==> src/rtl/axi4stream_pkg.sv <==
// ---------------------------------------------------------------------------
// axi4stream_pkg
//
// Shared definitions for the AXI4-Stream buffer blocks of the video pipeline.
// The input-buffer deserializer uses this package, and so does the
// output-buffer serializer that feeds it. Sharing it keeps both sides in
// agreement on the counter sizing and on how wide the final beat is.
//
// Contents:
//   state_t        - FILL (collecting beats) / HOLD (buffer waiting downstream)
//   counterWidth   - beat counter width for a given beat count, minimum 1
//   lastBeatWidth  - number of meaningful bits carried by the final beat
// ---------------------------------------------------------------------------
package axi4stream_pkg;

    typedef enum logic {
        FILL = 1'b0,
        HOLD = 1'b1
    } state_t;

    // $clog2(1) is 0, which would give a zero-width counter for a
    // single-beat buffer, so the width never drops below one bit.
    function automatic int counterWidth(input int numPackets);
        return (numPackets > 1) ? $clog2(numPackets) : 1;
    endfunction

    // The buffer width need not be a multiple of the beat width. The final
    // beat therefore carries only the bits that remain.
    function automatic int lastBeatWidth(input int bufferWidth,
                                         input int axiWidth,
                                         input int numPackets);
        return bufferWidth - (numPackets - 1) * axiWidth;
    endfunction

endpackage

==> src/rtl/axi4stream_input_buffer.sv <==
// ---------------------------------------------------------------------------
// axi4stream_input_buffer
//
// AXI4-Stream slave that deserializes NUM_PACKETS narrow beats into one wide
// buffer. Beats are written LSB-first, so beat k lands at
// [k*AXI_WIDTH +: AXI_WIDTH]. This matches the send order of the upstream
// serializer. When the buffer is complete it is held with
// output_buffer_valid asserted. During that time tready is low and upstream
// is stalled, until downstream takes the buffer with output_buffer_ready.
//
// Ports:
//   aclk, areset         - clock, asynchronous active-high reset
//   tdata/tvalid/tlast   - incoming stream beat
//   tready               - beat accepted (FILL state, not in reset)
//   output_buffer        - assembled buffer
//   output_buffer_valid  - buffer complete and stable (HOLD state)
//   output_buffer_ready  - downstream takes the buffer
//   err_early_tlast      - one-cycle pulse, tlast before the final beat
//   err_missing_tlast    - one-cycle pulse, final beat without tlast
//
// Optional feature: define AXIS_INPUT_BUFFER_TLAST_CHECK_EN to enable tlast
// framing checks. Without it, tlast is ignored, framing is purely by beat
// count, and both error outputs stay 0.
// ---------------------------------------------------------------------------
module axi4stream_input_buffer
    import axi4stream_pkg::*;
#(
    parameter int AXI_WIDTH    = 8,
    parameter int BUFFER_WIDTH = 80,
    parameter int NUM_PACKETS  = 10
) (
    input  logic                    aclk,
    input  logic                    areset,
    input  logic [AXI_WIDTH-1:0]    tdata,
    input  logic                    tvalid,
    input  logic                    tlast,
    output logic                    tready,
    output logic [BUFFER_WIDTH-1:0] output_buffer,
    output logic                    output_buffer_valid,
    input  logic                    output_buffer_ready,
    output logic                    err_early_tlast,
    output logic                    err_missing_tlast
);

    localparam int CNT_W   = counterWidth(NUM_PACKETS);
    localparam int LAST_W  = lastBeatWidth(BUFFER_WIDTH, AXI_WIDTH, NUM_PACKETS);
    localparam int LAST_LO = (NUM_PACKETS - 1) * AXI_WIDTH;
    localparam logic [CNT_W-1:0] LAST_IDX = CNT_W'(NUM_PACKETS - 1);

    state_t                  state_q, state_d;
    logic [CNT_W-1:0]        count_q, count_d;
    logic [BUFFER_WIDTH-1:0] buffer_q, buffer_d;
    logic                    errEarly_q, errEarly_d;
    logic                    errMissing_q, errMissing_d;
    logic                    beatXfer;

`ifndef AXIS_INPUT_BUFFER_TLAST_CHECK_EN
    // Framing is by count alone, so tlast has no reader in this build.
    logic unusedTlast;
    assign unusedTlast = tlast;
`endif

    // tready is a pure decode of the state. It is forced low during reset so
    // that upstream never sees a handshake while the block is being cleared.
    assign tready              = (state_q == FILL) && !areset;
    assign beatXfer            = tvalid && tready;
    assign output_buffer       = buffer_q;
    assign output_buffer_valid = (state_q == HOLD);
    assign err_early_tlast     = errEarly_q;
    assign err_missing_tlast   = errMissing_q;

    // Next-state logic. The counter selects which slice of the buffer the
    // accepted beat overwrites. The final beat moves the block to HOLD. HOLD
    // returns to FILL when downstream takes the buffer, and that edge accepts
    // no beat because tready was low during it. Error flags default to 0, so
    // each error is a single-cycle pulse.
    always_comb begin
        state_d      = state_q;
        count_d      = count_q;
        buffer_d     = buffer_q;
        errEarly_d   = 1'b0;
        errMissing_d = 1'b0;

        if (beatXfer) begin
            for (int k = 0; k < NUM_PACKETS - 1; k++) begin
                if (count_q == CNT_W'(k)) begin
                    buffer_d[k*AXI_WIDTH +: AXI_WIDTH] = tdata;
                end
            end
            if (count_q == LAST_IDX) begin
                buffer_d[LAST_LO +: LAST_W] = tdata[LAST_W-1:0];
                count_d = '0;
                state_d = HOLD;
`ifdef AXIS_INPUT_BUFFER_TLAST_CHECK_EN
                errMissing_d = !tlast;
`endif
            end else begin
                count_d = count_q + CNT_W'(1);
`ifdef AXIS_INPUT_BUFFER_TLAST_CHECK_EN
                // An early tlast abandons the partial buffer. Restarting the
                // count realigns the block to the next packet. Stale slices
                // need no clearing because every slice is rewritten.
                if (tlast) begin
                    count_d    = '0;
                    errEarly_d = 1'b1;
                end
`endif
            end
        end else if ((state_q == HOLD) && output_buffer_ready) begin
            state_d = FILL;
        end
    end

    // State, counter, buffer and error registers. The asynchronous reset
    // discards any partial buffer and clears the visible buffer contents.
    always_ff @(posedge aclk or posedge areset) begin
        if (areset) begin
            state_q      <= FILL;
            count_q      <= '0;
            buffer_q     <= '0;
            errEarly_q   <= 1'b0;
            errMissing_q <= 1'b0;
        end else begin
            state_q      <= state_d;
            count_q      <= count_d;
            buffer_q     <= buffer_d;
            errEarly_q   <= errEarly_d;
            errMissing_q <= errMissing_d;
        end
    end

endmodule

==> config.mk <==
export PLATFORM = sky130hd
export DESIGN_NAME = axi4stream_input_buffer
export DESIGN_NICKNAME = d
export VERILOG_FILES = /design/src/rtl/axi4stream_pkg.sv /design/src/rtl/axi4stream_input_buffer.sv
export SDC_FILE = /design/constraint.sdc
export NUM_CORES = 1
export LEC_CHECK = 0
export ABC_AREA = 1
export ABC_CLOCK_PERIOD_IN_PS = 6200
export CAP_MARGIN = 20
export CORE_ASPECT_RATIO = 0.5
export CORE_UTILIZATION = 50
export DETAILED_ROUTE_END_ITERATION = 10
export PLACE_DENSITY_LB_ADDON = 0.05
export SLEW_MARGIN = 20
export SYNTH_ARGS = -nofsm -noshare
export SYNTH_HDL_FRONTEND = slang
export SYNTH_SLANG_ARGS = --single-unit
==> constraint.sdc <==
create_clock -name aclk -period 6.2 [get_ports aclk]
set_clock_uncertainty 0.2 [all_clocks]
set_input_delay 0.62 -clock aclk [delete_from_list [all_inputs] [get_ports aclk]]
set_output_delay 0.62 -clock aclk [all_outputs]
set_load 0.005 [all_outputs]
---- After elaboration in Yosys (flattened, before gate mapping) ----
Cells that the tools add are included.
operators by class
  add/sub/neg operators ................... 1
  mux-type cells .......................... 4
  reductions and logical operators ........ 17
  bitwise logic cells ..................... 1
  equality and inequality tests ........... 10
operators by type and width
  kind                   number
  $reduce_and A2 Y1      11
  $eq A4 B3 Y1 const B   4
  $eq A4 B2 Y1 const B   2
  $eq A4 B4 Y1 const B   2
  $add A4 B1 Y4 const B  1
  $eq A4 B1 Y1 const B   1
  $logic_not A4 Y1       1
  $mux W4                1
  $logic_and A1 B1 Y1    3
  $mux W1                3
  $ne A2 B1 Y1 const B   1
  $reduce_bool A2 Y1     1
  $logic_not A1 Y1       1
  $not A1 Y1             1
storage, ports and cells
  register bits after elaboration ......... 85
  bits of input ports ..................... 13

---- Logic depth before layout (Yosys ltp) ----
Gate-level depths: netlist of the first run.
  depth after elaboration ................. 5
  depth in mapped cells ................... 8
  gate-level depth less buffers ........... 6

---- Worst setup path after synthesis of the first run ----
OpenSTA, ideal clock, no wires.
  path kind ............................... input -> register
  from .................................... input areset
  to ...................................... register buffer_q[4] (netlist: output_buffer[4])
  path slack .............................. 4454 ps
  data arrival time ....................... 1420 ps
  cell stages on the path ................. 8
  path buffers ............................ 2
  path through ............................ nor2_2 nand2_2 clkinv_2 buf_12 nand2_4 buf_6 nand2_2 o21ai_2
between the ends
  longest elaborated chain between the ends .. 4
ends and longest elaborated chain
  what                         line                            source
  from (decl)                  axi4stream_input_buffer.sv:33   input logic areset,
  $logic_not A1 Y1 (no line)   n/a
  $logic_and A1 B1 Y1          axi4stream_input_buffer.sv:65   assign tready = (state_q == FILL) && !areset;
  $logic_and A1 B1 Y1          axi4stream_input_buffer.sv:66   assign beatXfer = tvalid && tready;
  $reduce_and A2 Y1 (no line)  n/a
  to (signal assigned)         axi4stream_input_buffer.sv:126  buffer_q <= buffer_d;
  to (decl)                    axi4stream_input_buffer.sv:52   logic [BUFFER_WIDTH-1:0] buffer_q, buffer_d;
Every way passes these cells.
A chain may end at the register's enable or synchronous reset.

---- Final worst setup path of the first run ----
  from .................................... input areset
  to ...................................... output tready
between the ends
  longest elaborated chain between the ends .. 2
ends and longest elaborated chain
  what                        line                           source
  $logic_not A1 Y1 (no line)  n/a
  $logic_and A1 B1 Y1         axi4stream_input_buffer.sv:65
  to (decl)                   axi4stream_input_buffer.sv:37  output logic tready,
Every way passes these cells.

==> results.cfg, run 1 <==
[global_route]
antenna_found_initial = 0
grtUsageTotal_pct = 24.57
grt_pass1_vias = 2339
grt_pass1_wl_mm = 12.56
grt_max_degree = 86
gr-total-overflow = 0

[cts]
cts_tree = built
cts-root-buf = clkbuf_16
clk_latency_ns = 0.33
ctsHoldBuffers = 0
cts_made_buffers = 9
clock-sinks = 85
clockBufferDepth = 2
cts_setup_buffers = 0
h-tree-depth = 3
cts-resized-gates = 0
path_clk_slew_ns = 0.06

[worst_setup_path]
cp_common_cell = clkdlybuf4s50_1
crit_type = input port to output pin
cp.required_ns = 5.38
cp_max_fo = 2
slowest_stage = clkdlybuf4s50_1
path_cells = clkdlybuf4s50_1, nor2_2, clkdlybuf4s50_1
start_kind = input port
cp-end-kind = output pin
critPathMaxStageDelay_ns = 0.51
cp.arrival_ns = 1.73

[power]
p_leak_uw = 0.002160
cellInternalPower_uw = 1678
switching_share_pct = 30.12
powerDensity_mw_per_mm2 = 525.1
p_total_uw = 2401
clock_power_share_pct = 21.8
switchingPower_uw = 723.3
vdd_ir_drop_max_mv = 0.3078
p_seq_share_pct = 40.3
p_comb_share_pct = 37.9

[placement]
place_congestion = 0.7584
dpl_worst_slack_ns = 3.644
portBuffers = 93
postPlaceCellArea_mm2 = 0.004275
dp_hpwl_mm = 5.197

[timing]
finalSetupViolCount = 0
timing.final.crit_share_pct = 41.21
finalHoldViolCount = 0
report.final.slew_viol_count = 0
rsz0062_at_grt = no
min_period_ns = 2.555
fin_ws_ns = 3.645
relSlewSlack_pct = 49.67
max_freq_mhz = 391.4
tightestPinTransition_ns = 0.7550
tns_ns = 0

[die]
boundaryPins = 97
core_mm2 = 0.006281
start_util_pct = 53.55
die_w_um = 118.0
rows = 20
die-area_mm2 = 0.007079
die_h_um = 60.00

[synthesis]
synth_area_per_cell_um2 = 10.58
synth-seq-area-share_pct = 63.24
ys_types = 21
syn_inst = 318
synth_seq_cells = 85
yosys_warnings = 0
syn_area_mm2 = 0.003363

[cells_and_area]
nets = 424
nFillCells = 478
drive_gt1_share_pct = 12.26
design_area_mm2 = 0.004573
post-route-util_pct = 72.81
diodes = 0
syn_to_final_growth_pct = 35.97

[routing]
via_count = 2602
drtIter0Drc = 166
vias_per_cell = 5.163
wl_per_cell_um = 15.89
drc = 0
drt_first_pass_iters = 5
drt_wl_total_mm = 8.008
ant_nets = 0

[job]
maxCapViolCount = 0

[min_path]
hp-class = flip-flop to flip-flop

[run_status]
status = completed
flip-flops by register name, summed over array words and instances, names as in the netlist:
signal	count
count_q	4
output_buffer	80
output_buffer_valid	1
power by group through the flow:
stage	clock network (uW)	logic, uW	registers, uW
floorplan	0	344	974
global placement	0	887	954
detailed placement	0	912	972
CTS	534	919	968
global route	556	997	998
finish	524	909	968
cell type report:
class	count	area, um2	area share [%]
sequential	85	2127	46.51
multi-input combinational	206	1041	22.76
timing repair buffer	94	942.2	20.60
clock buffer	12	246.5	5.390
tap	88	110.1	2.408
inverter	15	58.81	1.286
clock inverter	4	47.55	1.040
worst max-delay path: cells and delay by family:
| kind | cells | cell delay (ns) |
|---|---|---|
| buf+inv | 2 | 0.96 |
| simple gates | 1 | 0.15 |
cells in the mapped netlist, drive strengths merged:
cell      n  share of area (%)
nand3     1               0.15
nand2   102                 14
o21ai    82                 14
dfrtp    85                 63
nor2     14                1.6
nand4     2               0.37
clkinv    1               0.15
o31ai     1               0.22
inv      14                1.6
xor2      2               0.52
conb      1               0.11
buf      13                4.2
final timing paths:
| kind | slack, ns | startpoint | end | cells past startpoint |
|---|---|---|---|---|
| min reg2reg | 0.29 | output_buffer[67] | output_buffer[67] | 2 |
| min in group asynchronous | 0.66 | areset | output_buffer[73] | 3 |
| max | 3.65 | areset | tready | 3 |
| min | 0.29 | output_buffer[67] | output_buffer[67] | 2 |
| max in group asynchronous | 4.62 | areset | output_buffer[19] | 3 |
| max reg2reg | 4.44 | output_buffer_valid | output_buffer_valid | 5 |
stage by stage:
stage | hold slack, ns | std cells
2_1_floorplan | 0.2763 | 319
3_3_place_gp | 0.2655 | 488
3_5_place_dp | 0.2726 | 488
4_1_cts | 0.2902 | 504
5_1_grt | 0.3098 | 504
6_report | 0.2876 | 504
routing by layer:
layer / vias up / GRT usage (%) / share of wire [%]
met4: 0 / 8.791 / 1.1
met5: - / 0 / 0
li1: 1227 / - / -
met1: 1267 / 32.26 / 46
met2: 98 / 39.50 / 47
met3: 10 / 7.538 / 6.6
cell families (layout without fill, tap and decap cells):
family	count (synthesis)	in the layout	share of synthesized area (%)
other cells	1	2	0.1115
xor+xnor	2	2	0.5209
buf+inv	28	125	5.915
simple gates	119	119	16.00
compound gates	83	83	14.21
flops	85	85	63.24
placed cells by master (no fill, tap or decap), drive strengths merged:
master	instances
dfrtp	85
nand2	102
nand4	2
inv	13
bufinv	1
nand3	1
clkdlybuf4s50	93
nor2	14
o21ai	82
clkinvlp	1
conb	2
clkinv	4
xor2	2
buf	1
clkbuf	12
o31ai	1
Power figures use the tool's default switching activity.
==> run 2, diff against run 1 <==
Settings changed: ABC_CLOCK_PERIOD_IN_PS 6200 to 2050, CORE_UTILIZATION 50 to 43.
Clock period 6.2 ns to 2.05 ns, I/O delays scaled along.
==> run 2 against run 1 <==
- clock power rose to 3.0 times the previous value
- critical path type is now flip-flop to output pin
- non-clock buffer count up 5
- sequential power rose to 3.0 times the previous value
- via count down 0.38%
- critical path depth down 1
- setup slack worse by 3.4 ns
- count of clock-buffer cells in the layout down 1
- die area up 16%
- flip-flop and latch count unchanged
- global-route usage down 2.4 points
- sequential share of layout area down 0.92 points
- largest power group unchanged
==> results.cfg, run 2 (synthesized netlist as in run 1, its figures left out) <==
[worst_setup_path]
crit_type = flip-flop to output pin
critPathMaxStageDelay_ns = 0.51
slowest_stage = clkdlybuf4s50_1
reg2regPathDepth = 7
cp.required_ns = 1.64
start_kind = flip-flop
crit_family = buffers and inverters
cp.arrival_ns = 1.36
path_cells = nor2_2, clkdlybuf4s50_1
cp-end-kind = output pin
worst-path-stages = 2
cp_max_fo = 3
critPathBufInv = 1

[global_route]
grt_pass1_vias = 2458
grtUsageTotal_pct = 22.20
gr-total-overflow = 0
grt_max_degree = 86
antenna_found_initial = 0
grt_pass1_wl_mm = 13.19

[routing]
drt_wl_total_mm = 8.293
drc = 0
vias_per_cell = 4.928
drtIter0Drc = 171
via_count = 2592
drt_first_pass_iters = 4
ant_nets = 0
wl_per_cell_um = 15.77

[placement]
dp_hpwl_mm = 5.602
portBuffers = 93
place_congestion = 0.8292

[cts]
cts_tree = built
cts_setup_buffers = 0
ctsHoldBuffers = 0
cts_made_buffers = 9
cts-resized-gates = 0
clk_latency_ns = 0.33
clockBufferDepth = 2
clock-sinks = 85
path_clk_slew_ns = 0.06
cts-root-buf = clkbuf_16
h-tree-depth = 3

[timing]
max_freq_mhz = 567.8
min_period_ns = 1.761
timing.final.crit_share_pct = 85.91
tns_ns = 0
finalHoldViolCount = 0
relSlewSlack_pct = 60.37
tightestPinTransition_ns = 0.5938
report.final.slew_viol_count = 0
hold_ws_ns = 0.1900
rsz0062_at_grt = no
finalSetupViolCount = 0

[die]
boundaryPins = 97
die-area_mm2 = 0.008200
die_w_um = 127.1
start_util_pct = 45.09
rows = 22
core_mm2 = 0.007460
die_h_um = 64.54

[cells_and_area]
drive_gt1_share_pct = 13.16
final_cell_mix = 93 x clkdlybuf4s50_1, 87 x nand2_1, 85 x dfrtp_1, 57 x o21ai_1, 16 x o21ai_2
syn_to_final_growth_pct = 38.73
nets = 429
layout_commonest_cell = clkdlybuf4s50_1
diodes = 0
largest_reg_flops = 80

[job]
maxCapViolCount = 0

[power]
p_leak_uw = 0.002192
p_total_uw = 7281
powerDensity_mw_per_mm2 = 1561
vdd_ir_drop_max_mv = 0.7516

[min_path]
hp-class = input port to asynchronous set/reset pin

[run_status]
status = completed
run 2: layout make-up:
class                      count  area (um2)
sequential                    85        2127
timing repair buffer          99        1013
inverter                      15       61.31
multi-input combinational    206        1041
tap                          108       135.1
clock inverter                 2       35.03
clock buffer                  11       252.7
fill                         628        2794
run 2: stage by stage:
stage          area (um2)  util [%]  std cells  worst slack [ns]
6_report             4666     62.55        526            0.2889
5_1_grt              4666     62.55        526            0.2401
4_1_cts              4666     62.55        526            0.2773
3_5_place_dp         4378     58.69        513           0.09084
3_3_place_gp         4378     58.69        513            0.1523
2_1_floorplan        3371         -        319            0.5357
run 2: worst reg2reg max path: stages (launching register included):
cell,delay [ns]
dfrtp_1,0.40
nor2_2,0.12
nand2_2,0.13
clkinv_2,0.09
buf_12,0.16
nand2_2,0.18
nand2_1,0.11
o21ai_0,0.08
run 2: final timing paths:
kind,start,to,slack (ns)
hold reg to reg,output_buffer[66],output_buffer[66],0.28
hold / removal,areset,output_buffer[61],0.19
min in group aclk,output_buffer_ready,output_buffer_valid,0.25
setup reg to reg,output_buffer_valid,output_buffer[79],0.44
setup / recovery,output_buffer_valid,tready,0.29
max in group asynchronous,areset,output_buffer[70],1.12
run 2: routing by layer:
layer  vias up  GRT usage (%)  part of all wire [%]
met3        10          6.276                   5.8
met1      1268          30.99                    48
met5         -              0                     0
met2        88          34.07                    45
met4         0          6.250                   1.1
li1       1226              -                     -
run 2: power breakdown:
| group | internal [uW] | total [uW] | switching [uW] | leakage [uW] |
|---|---|---|---|---|
| Combinational | 1680 | 2770 | 1090 | 0.000955 |
| Clock | 986 | 1570 | 588 | 0.000143 |
| Sequential | 2440 | 2940 | 495 | 0.00109 |
| Total | 5110 | 7280 | 2180 | 0.00219 |
==> run 3, diff against run 2 <==
Settings changed: CAP_MARGIN 20 to 10.
==> results of run 3 <==
The final DEF is identical to that of run 2; final timing and power are the same.
